[config.mk]
export PLATFORM = sky130hd
export DESIGN_NAME = clock_mode_controller
export DESIGN_NICKNAME = d
export VERILOG_FILES = /design/src/rtl/clock_pkg.sv /design/src/rtl/button_edge.sv /design/src/rtl/clock_mode_controller.sv
export SDC_FILE = /design/constraint.sdc
export NUM_CORES = 1
export LEC_CHECK = 0
export ABC_AREA = 0
export ABC_CLOCK_PERIOD_IN_PS = 4300
export BUFFER_PORTS_ARGS = -buffer_cell sky130_fd_sc_hd__buf_2
export CAP_MARGIN = 20
export CORE_MARGIN = 2
export CORE_UTILIZATION = 39
export DETAILED_ROUTE_END_ITERATION = 7
export PLACE_DENSITY = 0.57
export SYNTH_ARGS = -nofsm -noshare
export SYNTH_HDL_FRONTEND = slang
export SYNTH_HIERARCHICAL = 1
export SYNTH_SLANG_ARGS = --single-unit
export TNS_END_PERCENT = 5
[constraint.sdc]
create_clock -name clk -period 4.3 [get_ports clk]
set_input_delay 0.215 -clock clk [delete_from_list [all_inputs] [get_ports clk]]
set_output_delay 0.215 -clock clk [all_outputs]
set_load 0.02 [all_outputs]
[src/rtl/clock_pkg.sv]
// clock_pkg
//   Shared constants for the six-digit 12-hour clock: mode codes sent to the
//   digit modules, edit-field codes, digit identities, BCD limits, the
//   sequencer FSM encoding and the BCD increment helpers.
package clock_pkg;

  // Mode codes driven on the shared `state` bus
  localparam logic [3:0] ST_RESET = 4'd0;
  localparam logic [3:0] ST_SET   = 4'd1;
  localparam logic [3:0] ST_START = 4'd3;

  // Field currently being edited in Set mode
  localparam logic [1:0] F_SEC  = 2'd0;
  localparam logic [1:0] F_MIN  = 2'd1;
  localparam logic [1:0] F_HOUR = 2'd2;

  // Digit identities, least significant first
  localparam int DIGIT_SEC_UNITS  = 1;
  localparam int DIGIT_SEC_TENS   = 2;
  localparam int DIGIT_MIN_UNITS  = 3;
  localparam int DIGIT_MIN_TENS   = 4;
  localparam int DIGIT_HOUR_UNITS = 5;
  localparam int DIGIT_HOUR_TENS  = 6;

  // BCD limits and the power-on / clear preset 12:00:00
  localparam logic [7:0]  BCD_MAX_SEXA = 8'h59;
  localparam logic [7:0]  BCD_MAX_HOUR = 8'h12;
  localparam logic [7:0]  BCD_MIN_HOUR = 8'h01;
  localparam logic [23:0] SET_DEFAULT  = 24'h120000;

  typedef enum logic [1:0] {
    S_RESET = 2'd0,
    S_SET   = 2'd1,
    S_RUN   = 2'd2
  } fsm_t;

  // Mode code the digits see for each sequencer state
  function automatic logic [3:0] mode_code(input fsm_t s);
    logic [3:0] r;
    case (s)
      S_SET:   r = ST_SET;
      S_RUN:   r = ST_START;
      default: r = ST_RESET;
    endcase
    return r;
  endfunction

  // 00..59 with wrap; BCD ordering matches numeric ordering for valid digits
  function automatic logic [7:0] bcd_inc_sexa(input logic [7:0] v);
    logic [7:0] r;
    if (v >= BCD_MAX_SEXA)   r = 8'h00;
    else if (v[3:0] >= 4'd9) r = {v[7:4] + 4'd1, 4'd0};
    else                     r = {v[7:4], v[3:0] + 4'd1};
    return r;
  endfunction

  // 01..12 with wrap 12 -> 01
  function automatic logic [7:0] bcd_inc_hour(input logic [7:0] v);
    logic [7:0] r;
    if (v >= BCD_MAX_HOUR)   r = BCD_MIN_HOUR;
    else if (v[3:0] >= 4'd9) r = {v[7:4] + 4'd1, 4'd0};
    else                     r = {v[7:4], v[3:0] + 4'd1};
    return r;
  endfunction

endpackage

[src/rtl/button_edge.sv]
// button_edge
//   Synchronises one asynchronous active-high push-button into clk and emits
//   a single-cycle pulse on each rising edge of the synchronised level.
//   Ports:
//     clk     in   system clock
//     reset_n in   asynchronous active-low reset
//     btn     in   raw button level
//     press   out  one-cycle press pulse (combinational from flops)
//   SYNC_STAGES must be at least 2.
module button_edge #(
  parameter int SYNC_STAGES = 2
) (
  input  logic clk,
  input  logic reset_n,
  input  logic btn,
  output logic press
);

  logic [SYNC_STAGES-1:0] sync;
  logic                   prev;

  always_ff @(posedge clk or negedge reset_n) begin
    if (!reset_n) begin
      sync <= '0;
      prev <= 1'b0;
    end else begin
      sync <= {sync[SYNC_STAGES-2:0], btn};
      prev <= sync[SYNC_STAGES-1];
    end
  end

  // A held button keeps prev high, so only the first synchronised cycle pulses
  assign press = sync[SYNC_STAGES-1] & ~prev;

endmodule

[src/rtl/clock_mode_controller.sv]
// clock_mode_controller
//   Sequencer for the six-digit 12-hour clock. Turns the mode/next/inc/clear
//   buttons into the shared mode code, runs the one-second divider and holds
//   the BCD preset the digits load in Set mode.
//   Ports:
//     clk, reset_n        clock, asynchronous active-low reset
//     btn_mode/next/inc/clear  raw asynchronous push-buttons
//     state      mode code to digits (0 reset, 1 set, 3 start)
//     rCount     second divider value, counts only in run
//     canIMove   high exactly while running
//     tick       one-cycle pulse coinciding with rCount == TICK_MAX
//     set_value  BCD preset {HH,MM,SS}
//     field_sel  field being edited (0 sec, 1 min, 2 hour)
//   Valid/ready: none; buttons are level inputs and all outputs are
//   registered levels/pulses with no back-pressure.
module clock_mode_controller
  import clock_pkg::*;
#(
  parameter int TICK_MAX    = 49999999,
  parameter int CNT_W       = 26,
  parameter int SYNC_STAGES = 2
) (
  input  logic             clk,
  input  logic             reset_n,
  input  logic             btn_mode,
  input  logic             btn_next,
  input  logic             btn_inc,
  input  logic             btn_clear,
  output logic [3:0]       state,
  output logic [CNT_W-1:0] rCount,
  output logic             canIMove,
  output logic             tick,
  output logic [23:0]      set_value,
  output logic [1:0]       field_sel
);

  localparam logic [CNT_W-1:0] TICK_TERM = CNT_W'(TICK_MAX);

  logic p_mode, p_next, p_inc, p_clear;

  button_edge #(.SYNC_STAGES(SYNC_STAGES)) u_mode (
    .clk(clk), .reset_n(reset_n), .btn(btn_mode), .press(p_mode));
  button_edge #(.SYNC_STAGES(SYNC_STAGES)) u_next (
    .clk(clk), .reset_n(reset_n), .btn(btn_next), .press(p_next));
  button_edge #(.SYNC_STAGES(SYNC_STAGES)) u_inc (
    .clk(clk), .reset_n(reset_n), .btn(btn_inc), .press(p_inc));
  button_edge #(.SYNC_STAGES(SYNC_STAGES)) u_clear (
    .clk(clk), .reset_n(reset_n), .btn(btn_clear), .press(p_clear));

  // Only the highest-priority pulse of a cycle acts: clear > mode > next > inc
  logic do_clear, do_mode, do_next, do_inc;
  assign do_clear = p_clear;
  assign do_mode  = p_mode & ~p_clear;
  assign do_next  = p_next & ~p_clear & ~p_mode;
  assign do_inc   = p_inc  & ~p_clear & ~p_mode & ~p_next;

  fsm_t             fsm, fsm_next;
  logic [23:0]      set_next;
  logic [1:0]       field_next;
  logic [CNT_W-1:0] rcount_next;

  always_comb begin
    fsm_next    = fsm;
    set_next    = set_value;
    field_next  = field_sel;
    rcount_next = '0;

    if (do_clear) begin
      fsm_next   = S_RESET;
      set_next   = SET_DEFAULT;
      field_next = F_SEC;
    end else if (do_mode) begin
      case (fsm)
        S_RESET: fsm_next = S_SET;
        S_SET:   fsm_next = S_RUN;
        // Run always returns through reset; the digits need that pass
        default: fsm_next = S_RESET;
      endcase
    end else if (fsm == S_SET) begin
      if (do_next) begin
        field_next = (field_sel == F_MIN) ? F_HOUR :
                     (field_sel == F_SEC) ? F_MIN  : F_SEC;
      end else if (do_inc) begin
        case (field_sel)
          F_SEC:   set_next[7:0]   = bcd_inc_sexa(set_value[7:0]);
          F_MIN:   set_next[15:8]  = bcd_inc_sexa(set_value[15:8]);
          F_HOUR:  set_next[23:16] = bcd_inc_hour(set_value[23:16]);
          default: set_next        = set_value;
        endcase
      end
    end

    // Count only while staying in run, so entry starts at 0 and leaving
    // clears the divider on the same edge the mode code changes
    if (fsm == S_RUN && fsm_next == S_RUN) begin
      rcount_next = (rCount == TICK_TERM) ? '0 : rCount + CNT_W'(1);
    end
  end

  always_ff @(posedge clk or negedge reset_n) begin
    if (!reset_n) begin
      fsm       <= S_RESET;
      state     <= ST_RESET;
      canIMove  <= 1'b0;
      rCount    <= '0;
      tick      <= 1'b0;
      set_value <= SET_DEFAULT;
      field_sel <= F_SEC;
    end else begin
      fsm       <= fsm_next;
      state     <= mode_code(fsm_next);
      canIMove  <= (fsm_next == S_RUN);
      rCount    <= rcount_next;
      // Registered from next-cycle values so tick lines up with rCount
      tick      <= (fsm_next == S_RUN) && (rcount_next == TICK_TERM);
      set_value <= set_next;
      field_sel <= field_next;
    end
  end

endmodule

Word-level counts from Yosys, hierarchy flattened. Index checks and enable logic that the tools add are counted.

Bits in registers: 72. Bits in latches: 0. Memory bits (writable): 0. ROM bits: 0. Input bits: 6. Output and inout bits: 58. Logic and storage cells: 106. Memories: 0.

Add/sub/neg operators: 7. $mul: 0. Divide/modulo/power cells: 0. Magnitude comparators: 6. Equality and inequality tests: 10. Shift-type cells: 0. Mux-type cells: 26. Bitwise logic cells: 17. Reduce and logical (&&, ||, !) cells: 20.

Operator list (count): two-way mux 24 bit (5); two-way mux 8 bit (9); equality test 26 bit (second input constant) (2); two-way mux 26 bit (2); adder 26 x 1 -> 26 bit (second input constant) (1); adder 4 x 1 -> 4 bit (second input constant) (6); AND reduction 6 bit (3); >= comparator 8 x 7 -> 1 bit (second input constant) (2); AND reduction 5 bit (3); two-way mux 2 bit (7); >= comparator 4 bit (second input constant) (3); nonzero test 2 bit (6); AND 1 bit (10); nonzero test 3 bit (3); >= comparator 8 x 5 -> 1 bit (second input constant) (1); case mux 2 bit (2 select lines) (2); inverter 1 bit (7); equality test 2 x 1 -> 1 bit (second input constant) (3); equality test 2 bit (second input constant) (3); logical NOT 2 bit (2); inequality test 2 bit (second input constant) (2); AND reduction 3 bit (1); logical AND 1 bit (2); two-way mux 1 bit (1).

Depth between registers and ports, before layout. Gate-level depths: netlist of run 1.

Depth after elaboration: 11. Gate-level depth with buffers: 11. Mapped depth without buffers: 11.

Hierarchy. The synthesis of run 1 kept the hierarchy.

By module, submodules not included: clock_mode_controller (times used 1, cells each 364, area an instance 3348.2 µm², sequential area each 1453.9 µm²); button_edge (times used 4, cells each 4, area an instance 88.8 µm², sequential area each 75.1 µm²).

Worst setup path before layout of run 1. OpenSTA, ideal clock, no wires.

Kind: reg2reg. From: register rCount[0]. To: register tick. Library setup time: 95 ps. Data arrival time: 2148 ps. Slack: 2057 ps. Cell stages (with the launch flop): 8. Buffers on the path: 0. Period minus slack after synthesis: 2243 ps. Cells stage by stage: dfrtp_1 -> ha_1 -> nand4_2 -> nor3_1 -> mux2_2 -> o21ai_0 -> o2111ai_1 -> nor4b_2.

Word-level cells in the longest chain between the ends: 5.

Ends and longest elaborated chain: start, declared (RTL line clock_mode_controller.sv:30) `output logic [CNT_W-1:0] rCount,`; start signal, assigned (RTL line clock_mode_controller.sv:113) `rCount <= rcount_next;`; adder 26 x 1 -> 26 bit / equality test 26 bit (equally long branches) (RTL line clock_mode_controller.sv:96) `rcount_next = (rCount == TICK_TERM) ? '0 : rCount + CNT_W'(1);`; two-way mux 26 bit (*) (RTL line clock_mode_controller.sv:96); two-way mux 26 bit (*) (RTL line clock_mode_controller.sv:95) `if (fsm == S_RUN && fsm_next == S_RUN) begin`; equality test 26 bit (*) (RTL line clock_mode_controller.sv:115) `tick <= (fsm_next == S_RUN) && (rcount_next == TICK_TERM);`; logical AND 1 bit (*) (RTL line clock_mode_controller.sv:115); end signal, assigned (RTL line clock_mode_controller.sv:115); end, declared (RTL line clock_mode_controller.sv:32) `output logic tick,`.

Every way passes the cells marked *; elsewhere a longest branch is shown, timed or not. A chain may end at the register's enable or synchronous reset.

Worst setup path in the final report of run 1.
From: register u_mode.prev. To: register tick.

Word-level cells in the longest chain between the ends: 10.

Ends and longest elaborated chain: start, declared (RTL line button_edge.sv:20) `logic prev;`; start signal, assigned (RTL line button_edge.sv:28) `prev <= sync[SYNC_STAGES-1];`; inverter 1 bit (*) (RTL line button_edge.sv:33) `assign press = sync[SYNC_STAGES-1] & ~prev;`; AND 1 bit (*) (RTL line button_edge.sv:33); via p_mode (RTL line clock_mode_controller.sv:39) `logic p_mode, p_next, p_inc, p_clear;`; AND 1 bit (*) (RTL line clock_mode_controller.sv:53) `assign do_mode = p_mode & ~p_clear;`; two-way mux 2 bit (*) (RTL line clock_mode_controller.sv:72) `end else if (do_mode) begin`; two-way mux 2 bit (*) (RTL line clock_mode_controller.sv:68) `if (do_clear) begin`; via fsm_next[1] (RTL line clock_mode_controller.sv:57) `fsm_t fsm, fsm_next;`; equality test 2 bit (*) (RTL line clock_mode_controller.sv:95, clock_mode_controller.sv:115); logical AND 1 bit (RTL line clock_mode_controller.sv:95); two-way mux 26 bit (RTL line clock_mode_controller.sv:95); equality test 26 bit (RTL line clock_mode_controller.sv:115); logical AND 1 bit (*) (RTL line clock_mode_controller.sv:115).

Mark *: on every way through the listed nets, which the timed path passes. The rest lies on a longest branch.

==> results of run 1 <==
[cell usage after synthesis, types with 4 or more instances]
master | count | area (µm²)
nor4_1 | 4 | 25.0
nand2_1 | 26 | 97.6
xor2_1 | 6 | 52.6
o21ai_0 | 25 | 125
inv_1 | 16 | 60.1
nor2_1 | 57 | 214
or3_1 | 8 | 50.1
mux2i_1 | 4 | 40.0
and4_1 | 4 | 35.0
ha_1 | 19 | 238
dfrtp_1 | 68 | 1700
nor2b_4 | 4 | 55.1
xnor2_1 | 13 | 114
a21oi_1 | 16 | 80.1
nand3_1 | 15 | 75.1
and3_1 | 11 | 68.8
o31ai_1 | 4 | 30.0
nor3_1 | 9 | 45.0
nand4_1 | 8 | 50.1
clkbuf_1 | 5 | 18.8
nand2b_1 | 4 | 25.0
nand3b_1 | 4 | 30.0
[metal layers]
layer	part of all wire, %	track usage [%]
met5	0	0
met4	2.0	7.80
met3	4.6	3.86
met2	45	27.3
met1	48	24.6
[layout make-up]
cell class / instances / area (µm²) / area share, %
Multi-Input combinational cell: 285 / 1840 / 41.8
Sequential cell: 70 / 1750 / 39.8
Timing Repair Buffer: 68 / 370 / 8.39
Tap cell: 129 / 161 / 3.66
Clock buffer: 9 / 124 / 2.81
Clock inverter: 7 / 97.6 / 2.21
Inverter: 16 / 60.1 / 1.36
[power breakdown]
group | internal [mW] | total [mW] | leakage [nW] | switching, mW
Combinational | 0.0835 | 0.227 | 0.995 | 0.144
Clock | 0.328 | 0.602 | 0.106 | 0.274
Sequential | 0.702 | 0.750 | 0.932 | 0.0478
[flip-flops by register name, summed over array words and instances, names as in the netlist]
register      count
u_clear/sync      2
u_mode/prev       1
state             2
u_inc/sync        2
rCount           26
fsm               2
u_clear/prev      1
u_mode/sync       2
u_inc/prev        1
field_sel         2
u_next/prev       1
u_next/sync       2
canIMove          1
set_value        24
tick              1
[logic make-up after synthesis]
family                   count (synthesis)  synth area share [%]
adder cells (fa/ha/maj)                 19                  6.42
flip-flops                              70                  47.4
XOR/XNOR                                19                  4.49
multiplexers                             7                  1.99
AO/OA/AOI/OAI                           63                  10.5
other                                    1                 0.101
AND/OR/NAND/NOR                        175                  26.2
buffers and inverters                   26                  2.94
[worst max-delay path, delay by kind of cell (launching register included)]
family,cells,cell delay [ns]
buf+inv,1,0.25
simple gates,8,1.25
flops,1,0.40
compound gates,1,0.18
fa+ha+maj,1,0.20
mux,1,0.25
[worst paths after layout]
| kind | start | end | cells after the start | slack [ns] |
|---|---|---|---|---|
| min reg2reg | u_inc/sync[0]$_DFF_PN0_ | u_inc/sync[1]$_DFF_PN0_ | 0 | 0.34 |
| max | u_mode/prev$_DFF_PN0_ | tick$_DFF_PN0_ | 12 | 1.65 |
| max in group asynchronous | reset_n | rCount[17]$_DFF_PN0_ | 3 | 2.81 |
| max reg2reg | u_mode/prev$_DFF_PN0_ | tick$_DFF_PN0_ | 12 | 1.65 |
| min | u_inc/sync[0]$_DFF_PN0_ | u_inc/sync[1]$_DFF_PN0_ | 0 | 0.34 |
| min in group asynchronous | reset_n | set_value[11]$_DFFE_PN0P_ | 2 | 0.48 |
[metrics by stage]
step	setup WS [ns]	cell area [µm²]
after floorplan	2.06	3710
after global placement	1.77	4140
after detailed placement	1.62	4140
after CTS	1.59	4410
after global routing	1.40	4410
final	1.65	4410
==> qor.log, run 1 <==
INFO  global_routing maximum_number_of_pins_on_one_net_before_global_route_repair=38
INFO  global_routing remaining_global_route_overflow=0
INFO  cells_and_area layout.core_utilization=47.7%
INFO  die            die_h=101µm
INFO  cells_and_area layout_commonest_cell=dfrtp_1
INFO  die            std_cell_rows=35
INFO  cts            clock_sinks=70
INFO  setup_path     cp_slowest_cell=dfrtp_1
INFO  detailed_routing dr_total_vias=3085
INFO  placement      port_buffers=61
INFO  setup_path     cp-start-kind=flip-flop
INFO  job            max-cap-violations=0
INFO  synth          synth_async_sr_flop_share=100%
INFO  setup_path     critical_path_peak_fanout=15
INFO  setup_path     worst-endpoint-required=4.56ns
INFO  cts            max-clock-path-buffers=2
INFO  placement      gp_congestion=0.948
INFO  timing         maxClockFrequency=0.378GHz
INFO  setup_path     critical_path.cell_chain=nor2b_4, nand2_1, mux2_2, nor2_1, ha_1, nand2_1, nor2_1, o21ai_2, buf_4, nor4_1, nor4b_2, nor4b_2
INFO  die            design.die.area=10300µm²
INFO  timing         final_max_slew_viol_count=0
INFO  global_routing initial_antenna_violation_count=0
INFO  timing         finalSetupViolations=0
INFO  timing         slew_headroom=46.1%
INFO  setup_path     timing_worst_setup_path_type=reg2reg
INFO  synth          post_synth_instance_area=3700µm²
INFO  cts            postCtsSetupRepairBufs=0
INFO  timing         timing.setup.tns=0ns
INFO  die            top_level_ports=64
INFO  cts            cts_resized=0
INFO  cells_and_area layout-drive-gt1-share=22.2%
INFO  timing         finalClockSkew=0.0124ns
INFO  global_routing grt.total_usage=17.9%
INFO  detailed_routing drt.antenna.violating_nets=0
INFO  timing         worst_slew_pin_slew=0.808ns
INFO  timing         finalHoldViolCount=0
INFO  cells_and_area post_layout_nonfiller_instances=584
INFO  cts            hold_buffers=5
INFO  cells_and_area nets=475
INFO  cts            clk_latency=0.35ns
INFO  cts            ctsHtreeMaxLevel=3
INFO  die            initial_core_util=40.1%
INFO  cts            numCtsBuffers=9
INFO  detailed_routing routed_wl=8.55mm
INFO  pwr            p_leak=2.03nW
INFO  synth          yosys_register_bits=70
INFO  timing         holdWs=0.345ns
INFO  cts            root_buffer=clkbuf_8
INFO  cells_and_area antenna_cells=0
INFO  detailed_routing detailedRoute.firstPassIterationCount=4
INFO  setup_path     critical_path_arrival=2.90ns
INFO  timing         final_period_minus_worst_setup_slack=2.65ns
INFO  status         status=completed
INFO  die            die_width=101µm
INFO  detailed_routing drc=0
INFO  detailed_routing routedWlPerCell=14.6µm
INFO  placement      dp.final_hpwl=6.06mm
INFO  setup_path     cp-end-kind=flip-flop
INFO  synth          synth_sequential_area_ratio=47.4%
INFO  cts            clk_transition_reported_paths=0.09ns
INFO  pwr            fin_total_pwr=1.58mW
INFO  placement      dp_cells=563
INFO  synth          synthCells=380
INFO  global_routing number_of_global_route_vias_before_repair=2915
INFO  timing         fin_crit_sh=61.5%
INFO  cells_and_area filler_cell_count=889
INFO  setup_path     longest_individual_stage_delay_on_the_worst_path=0.40ns
INFO  synth          synth_cell_type_count=54
INFO  detailed_routing route.detailed.vias_per_inst=5.28
INFO  synth          edff_count_synth=0
INFO  cells_and_area final_cell_mix=dfrtp_1, buf_2, nor2_1
INFO  hold_path      holdCritPathClass=reg2reg
INFO  global_routing grt_pass1_wl=14.4mm
INFO  pwr            power-per-cell-area=358nW/µm²
INFO  pwr            ir_drop=0.167mV
INFO  cts            cts_tree=yes
INFO  synth          synthesis.area_per_instance=9.75µm²
INFO  detailed_routing drt_iter0_drc=136
INFO  synth          ys_dominant_reg_cell=dfrtp_1
INFO  cells_and_area syn2layout_area_growth=19.1%
INFO  synth          count_of_synthesis_stage_warnings_from_yosys=6
INFO  timing         setup_repair_after_global_routing_missed_its_margin=no
INFO  die            fp.coreArea=9240µm²
(Power assumes the default switching activity.)
==> run 2: changes to the inputs <==
Settings changed: ABC_CLOCK_PERIOD_IN_PS 4300 to 2400, PLACE_DENSITY 0.57 to 0.59.
Clock period 4.3 ns to 2.4 ns, I/O delays scaled along.
==> run 2 against run 1 <==
  * Final cell count rose by 1.7%
  * Non-clock buffer count rose by 10
  * Global-route usage fell by 0.16 points
  * Clock skew fell by 0.0068 ns
  * Worst setup slack got worse by 1.5 ns
  * Critical path depth fell by 5
  * Clock-buffer cell count rose by 4
==> qor.log, run 2 (synthesis gave the netlist of run 1 again) <==
INFO  status         status=completed
INFO  cts            clock_sinks=70
INFO  global_routing grt.total_usage=17.7%
INFO  cts            root_buffer=clkbuf_8
INFO  cells_and_area filler_cell_count=912
INFO  cells_and_area final_cell_mix=dfrtp_1, buf_2, nor2_1
INFO  setup_path     cp-start-kind=flip-flop
INFO  detailed_routing drt.antenna.violating_nets=0
INFO  global_routing number_of_global_route_vias_before_repair=2932
INFO  timing         holdWs=0.287ns
INFO  setup_path     critical_path_arrival=2.51ns
INFO  cells_and_area nets=485
INFO  timing         worst_slew_pin_slew=0.676ns
INFO  setup_path     cp-end-kind=flip-flop
INFO  cts            numCtsBuffers=9
INFO  global_routing grt_pass1_wl=14.3mm
INFO  global_routing initial_antenna_violation_count=0
INFO  detailed_routing drt_iter0_drc=80
INFO  global_routing maximum_number_of_pins_on_one_net_before_global_route_repair=27
INFO  timing         maxClockFrequency=0.444GHz
INFO  pwr            ir_drop=0.253mV
INFO  timing         setup_repair_after_global_routing_missed_its_margin=yes
INFO  placement      gp_congestion=0.906
INFO  placement      dpl_cell_area=4210µm²
INFO  global_routing remaining_global_route_overflow=0
INFO  die            fp.coreArea=9240µm²
INFO  setup_path     rr_startpoint=rCount[1]$_DFF_PN0_
INFO  cells_and_area antenna_cells=0
INFO  setup_path     longest_individual_stage_delay_on_the_worst_path=0.40ns
INFO  placement      port_buffers=61
INFO  timing         slew_headroom=54.9%
INFO  die            top_level_ports=64
INFO  cts            max-clock-path-buffers=2
INFO  cts            clk_latency=0.34ns
INFO  cts            cts_tree=yes
INFO  hold_path      holdCritPathClass=in2async
INFO  timing         fin_crit_sh=93.8%
INFO  die            std_cell_rows=35
INFO  detailed_routing drc=0
INFO  cells_and_area seq_area=1750µm²
INFO  timing         finalClockSkew=0.00558ns
INFO  cells_and_area layout-drive-gt1-share=24.7%
INFO  cells_and_area layout.core_utilization=48.5%
INFO  cells_and_area largestRegisters=rCount (26), set_value (24)
INFO  cells_and_area multiInputGateArea=1880µm²
INFO  cells_and_area largest_register=rCount
INFO  timing         final_max_slew_viol_count=0
INFO  detailed_routing detailedRoute.firstPassIterationCount=4
INFO  timing         finalHoldViolCount=0
INFO  setup_path     cp_slowest_cell=dfrtp_1
INFO  cts            clk_transition_reported_paths=0.07ns
INFO  die            die_h=101µm
INFO  detailed_routing routed_wl=8.53mm
INFO  cells_and_area largest_reg_flops=26
INFO  pwr            p_leak=2.09nW
INFO  die            design.die.area=10300µm²
INFO  setup_path     worst-endpoint-required=2.65ns
INFO  timing         final_period_minus_worst_setup_slack=2.25ns
INFO  detailed_routing routedWlPerCell=14.4µm
INFO  timing         timing.setup.tns=0ns
INFO  setup_path     rrSetupSlack=0.15ns
INFO  cells_and_area finalInstanceArea=4480µm²
INFO  setup_path     critical_path.cell_chain=ha_2, nand4_2, nor3_1, mux2_2, o21ai_0, o2111ai_1, nor4b_2
INFO  die            die_width=101µm
INFO  cells_and_area syn2layout_area_growth=21.0%
INFO  setup_path     timing_worst_setup_path_type=reg2reg
INFO  cts            ctsHtreeMaxLevel=3
INFO  job            max-cap-violations=0
INFO  setup_path     worst_r2r_path_depth=7
INFO  detailed_routing dr_total_vias=3062
INFO  setup_path     reg2reg_to=tick$_DFF_PN0_
INFO  setup_path     critical_path_peak_fanout=6
INFO  placement      dp.final_hpwl=6.15mm
INFO  cells_and_area layout_commonest_cell=dfrtp_1
INFO  pwr            power-per-cell-area=592nW/µm²
INFO  timing         finalSetupViolations=0
INFO  die            initial_core_util=40.1%
INFO  detailed_routing route.detailed.vias_per_inst=5.15
-- run 2: worst max-delay path, delay by kind of cell (launching register included) --
kind,cells,cell delay [ns]
and+or+nand+nor,3,0.85
adders and majority gates,1,0.23
DFF,1,0.40
muxes,1,0.37
AOI/OAI and AO/OA,2,0.31
-- run 2: layer usage --
metal	GRT usage, %	part of all wire [%]	vias to the layer above
li1	-	-	1493
met1	24.5	50	1483
met2	27.7	45	74
met3	4.00	4.2	12
met4	6.13	1.5	0
met5	0	0	-
-- run 2: how the worst max path moves through the flow --
stage          cells after the start        endpoint                  start  slack [ns]
5_1_grt                            7  tick$_DFF_PN0_    rCount[1]$_DFF_PN0_       -0.02
4_1_cts                           11  tick$_DFF_PN0_  u_mode/prev$_DFF_PN0_        0.06
6_report                           7  tick$_DFF_PN0_    rCount[1]$_DFF_PN0_        0.15
3_3_place_gp                       7  tick$_DFF_PN0_    rCount[1]$_DFF_PN0_        0.15
3_5_place_dp                      11  tick$_DFF_PN0_  u_mode/prev$_DFF_PN0_        0.07
2_1_floorplan                      7  tick$_DFF_PN0_    rCount[0]$_DFF_PN0_        0.16
-- run 2: cell type report --
type / count / share of cell area (%)
Multi-Input combinational cell: 285 / 41.8
Tap cell: 129 / 3.60
Sequential cell: 70 / 39.1
Clock buffer: 13 / 3.77
Clock inverter: 3 / 0.391
Timing Repair Buffer: 78 / 9.94
Inverter: 16 / 1.34
-- run 2: what timing repair did --
action	in CTS	in global routing
gates resized for setup	0	7
setup buffers	0	1
hold buffers	5	0
endpoints found under the setup margin	0	1
endpoints found under the hold margin	24	0
-- run 2: power breakdown --
| part | leakage [nW] | internal, mW | switching (mW) |
|---|---|---|---|
| Sequential | 0.932 | 1.26 | 0.0865 |
| Clock | 0.0954 | 0.457 | 0.440 |
| Combinational | 1.06 | 0.152 | 0.258 |
| Total | 2.09 | 1.87 | 0.785 |
-- run 2: through the flow --
stage               total power [mW]  setup slack [ns]  cells
CTS                             2.69            0.0558    593
floorplan                       1.62             0.157    381
global placement                1.76             0.153    572
detailed placement              1.78            0.0715    572
global route                    2.81           -0.0235    594
finish                          2.65             0.148    594
==> run 3: changes to the inputs <==
Settings changed: ABC_CLOCK_PERIOD_IN_PS 2400 to 2200, CORE_ASPECT_RATIO set to 0.6, PLACE_DENSITY 0.59 to 0.57.
Clock period 2.4 ns to 2.2 ns, I/O delays scaled along.
==> run 3 against run 2 <==
  * The run now ends with setup timing left
  * Sequential cell count unchanged
  * Final cell count increased by 3.4%
  * Critical path depth unchanged
  * Register-to-register slack got worse by 0.17 ns
  * Fmax increased by 1.3%
  * Design area increased by 6.5%
==> qor.log, run 3 (synthesis gave the netlist of run 1 again) <==
INFO  status         status=finished with violations
INFO  status         violations_in_the_final_reports=setup timing
INFO  pwr            power-per-cell-area=720nW/µm²
INFO  placement      post-place-ws=-0.0593ns
INFO  detailed_routing detailedRoute.firstPassIterationCount=5
INFO  cts            clock_sinks=70
INFO  setup_path     cp_slowest_cell=dfrtp_2
INFO  detailed_routing top_signal_layer_used=met4
INFO  cells_and_area syn2layout_area_growth=28.9%
INFO  global_routing maximum_number_of_pins_on_one_net_before_global_route_repair=27
INFO  detailed_routing drc=0
INFO  cells_and_area antenna_cells=0
INFO  setup_path     cp.buffers_inverters=0
INFO  cts            cts_tree=yes
INFO  pwr            ir_drop=0.401mV
INFO  pwr            sequentialPowerShare=42.9%
INFO  placement      dp.final_hpwl=7.04mm
INFO  detailed_routing dr_total_vias=3157
INFO  detailed_routing wl_met2=3.66mm
INFO  detailed_routing drt_iter0_drc=257
INFO  timing         final_max_slew_viol_count=0
INFO  detailed_routing route.detailed.vias_per_inst=5.14
INFO  cells_and_area layout_commonest_cell=dfrtp_1
INFO  timing         timing.setup.tns=-0.0238ns
INFO  die            fp.coreArea=9190µm²
INFO  timing         maxClockFrequency=0.450GHz
INFO  setup_path     timing_worst_setup_path_type=reg2reg
INFO  pwr            total_switching_power=0.904mW
INFO  pwr            intPower=2.54mW
INFO  global_routing initial_antenna_violation_count=0
INFO  cts            clk_transition_reported_paths=0.06ns
INFO  cts            clk_latency=0.33ns
INFO  placement      port_buffers=61
INFO  global_routing grt_pass1_wl=15.4mm
INFO  detailed_routing drt.antenna.violating_nets=0
INFO  setup_path     cp-start-kind=flip-flop
INFO  timing         final_period_minus_worst_setup_slack=2.22ns
INFO  placement      gp_congestion=0.870
INFO  setup_path     critical_path_arrival=2.46ns
INFO  global_routing grt.total_usage=19.6%
INFO  cts            max-clock-path-buffers=2
INFO  detailed_routing route.layer.met1.wl=4.99mm
INFO  die            die_h=79.5µm
INFO  setup_path     critical_path.top_delay_family=simple AND/OR/NAND/NOR gates
INFO  die            design.die.area=10300µm²
INFO  timing         post-route-worst-setup-slack=-0.0238ns
INFO  die            top_level_ports=64
INFO  cts            numCtsBuffers=9
INFO  cells_and_area final_cell_mix=dfrtp_1, buf_2, nor2_1
INFO  global_routing number_of_global_route_vias_before_repair=2946
INFO  setup_path     timing.critical_path.mode_cell=nor4b_2
INFO  timing         finalHoldViolCount=0
INFO  timing         finalClockSkew=0.00660ns
INFO  global_routing remaining_global_route_overflow=0
INFO  pwr            fin_total_pwr=3.44mW
INFO  pwr            pwr-share-clk=43.6%
INFO  die            initial_core_util=40.3%
INFO  timing         setup_repair_after_global_routing_missed_its_margin=yes
INFO  hold_path      holdCritPathClass=in2async
INFO  setup_path     worst-endpoint-required=2.43ns
INFO  cells_and_area largest_reg_flops=26
INFO  pwr            p_leak=2.24nW
INFO  timing         worst_slew_pin_slew=0.532ns
INFO  cts            root_buffer=clkbuf_16
INFO  cts            postCtsSetupRepairBufs=0
INFO  setup_path     critical_path_peak_fanout=2
INFO  detailed_routing routedWlPerCell=15.3µm
INFO  cells_and_area largest_register=rCount
INFO  pwr            sw_share=26.3%
INFO  die            std_cell_rows=27
INFO  pwr            comb_power_share=13.4%
INFO  setup_path     critical_path.cell_chain=ha_4, nand4b_1, or3_1, or4_1, nor4_2, nor4b_2, nor4b_2
INFO  cells_and_area nets=504
INFO  setup_path     longest_individual_stage_delay_on_the_worst_path=0.42ns
INFO  timing         finalSetupViolations=1
INFO  die            die_width=130µm
INFO  cts            ctsHtreeMaxLevel=3
INFO  setup_path     cp-end-kind=flip-flop
INFO  timing         slew_headroom=64.5%
INFO  cells_and_area layout-drive-gt1-share=28.3%
INFO  job            max-cap-violations=0
INFO  cells_and_area largestRegisters=rCount (26), set_value (24)
INFO  timing         fin_crit_sh=101%
INFO  detailed_routing wl_met3=586µm
INFO  detailed_routing routed_wl=9.37mm
[run 3: what timing repair did]
action / CTS / global route
endpoints found under the hold margin: 23 / 0
pin swaps: 0 / 0
endpoints found under the setup margin: 1 / 4
resized for setup: 4 / 4
hold buffers: 5 / 0
[run 3: per-stage QoR]
stage                     hold slack, ns  cells  utilization [%]  area, µm²
final                              0.298    614             52.0       4770
after global routing               0.355    614             52.0       4770
after CTS                          0.297    614             51.7       4750
after detailed placement           0.116    593             47.7       4380
after global placement             0.113    593             47.7       4380
after floorplan                   -0.186    381                -       3710
[run 3: layout make-up]
| cell class | count | area [µm²] |
|---|---|---|
| Fill cell | 848 | 4410 |
| Multi-Input combinational cell | 285 | 1890 |
| Sequential cell | 70 | 1760 |
| Timing Repair Buffer | 97 | 601 |
| Clock buffer | 11 | 233 |
| Tap cell | 130 | 163 |
| Clock inverter | 5 | 75.1 |
| Inverter | 16 | 60.1 |
[run 3: worst paths after layout]
path | from | endpoint | cells past startpoint | slack, ns
worst min register to register | u_next/sync[0]$_DFF_PN0_ | u_next/sync[1]$_DFF_PN0_ | 0 | 0.35
worst max-delay path | rCount[1]$_DFF_PN0_ | tick$_DFF_PN0_ | 7 | -0.02
worst min-delay path | reset_n | set_value[14]$_DFFE_PN0P_ | 2 | 0.30
worst max register to register | rCount[1]$_DFF_PN0_ | tick$_DFF_PN0_ | 7 | -0.02
min in group clk | u_next/sync[0]$_DFF_PN0_ | u_next/sync[1]$_DFF_PN0_ | 0 | 0.35
max in group asynchronous | reset_n | set_value[17]$_DFFE_PN1P_ | 3 | 1.30
[run 3: power groups by stage]
stage | Combinational, mW | Sequential, mW | Clock, mW
after floorplan | 0.205 | 1.56 | 0
after global placement | 0.447 | 1.49 | 0
after detailed placement | 0.463 | 1.49 | 0
after CTS | 0.472 | 1.48 | 1.54
after global routing | 0.524 | 1.49 | 1.59
final | 0.462 | 1.48 | 1.50
[run 3: metal layers]
metal | up-vias | track usage [%]
li1 | 1534 | -
met1 | 1509 | 31.6
met2 | 99 | 24.6
met3 | 15 | 5.09
met4 | 0 | 6.13
met5 | - | 0
[run 3: worst register-to-register path, delay by kind of cell, from the launching register on]
| family | cells | cell delay, ns |
|---|---|---|
| flip-flops | 1 | 0.42 |
| AND/OR/NAND/NOR | 6 | 1.43 |
| adder cells (fa/ha/maj) | 1 | 0.27 |
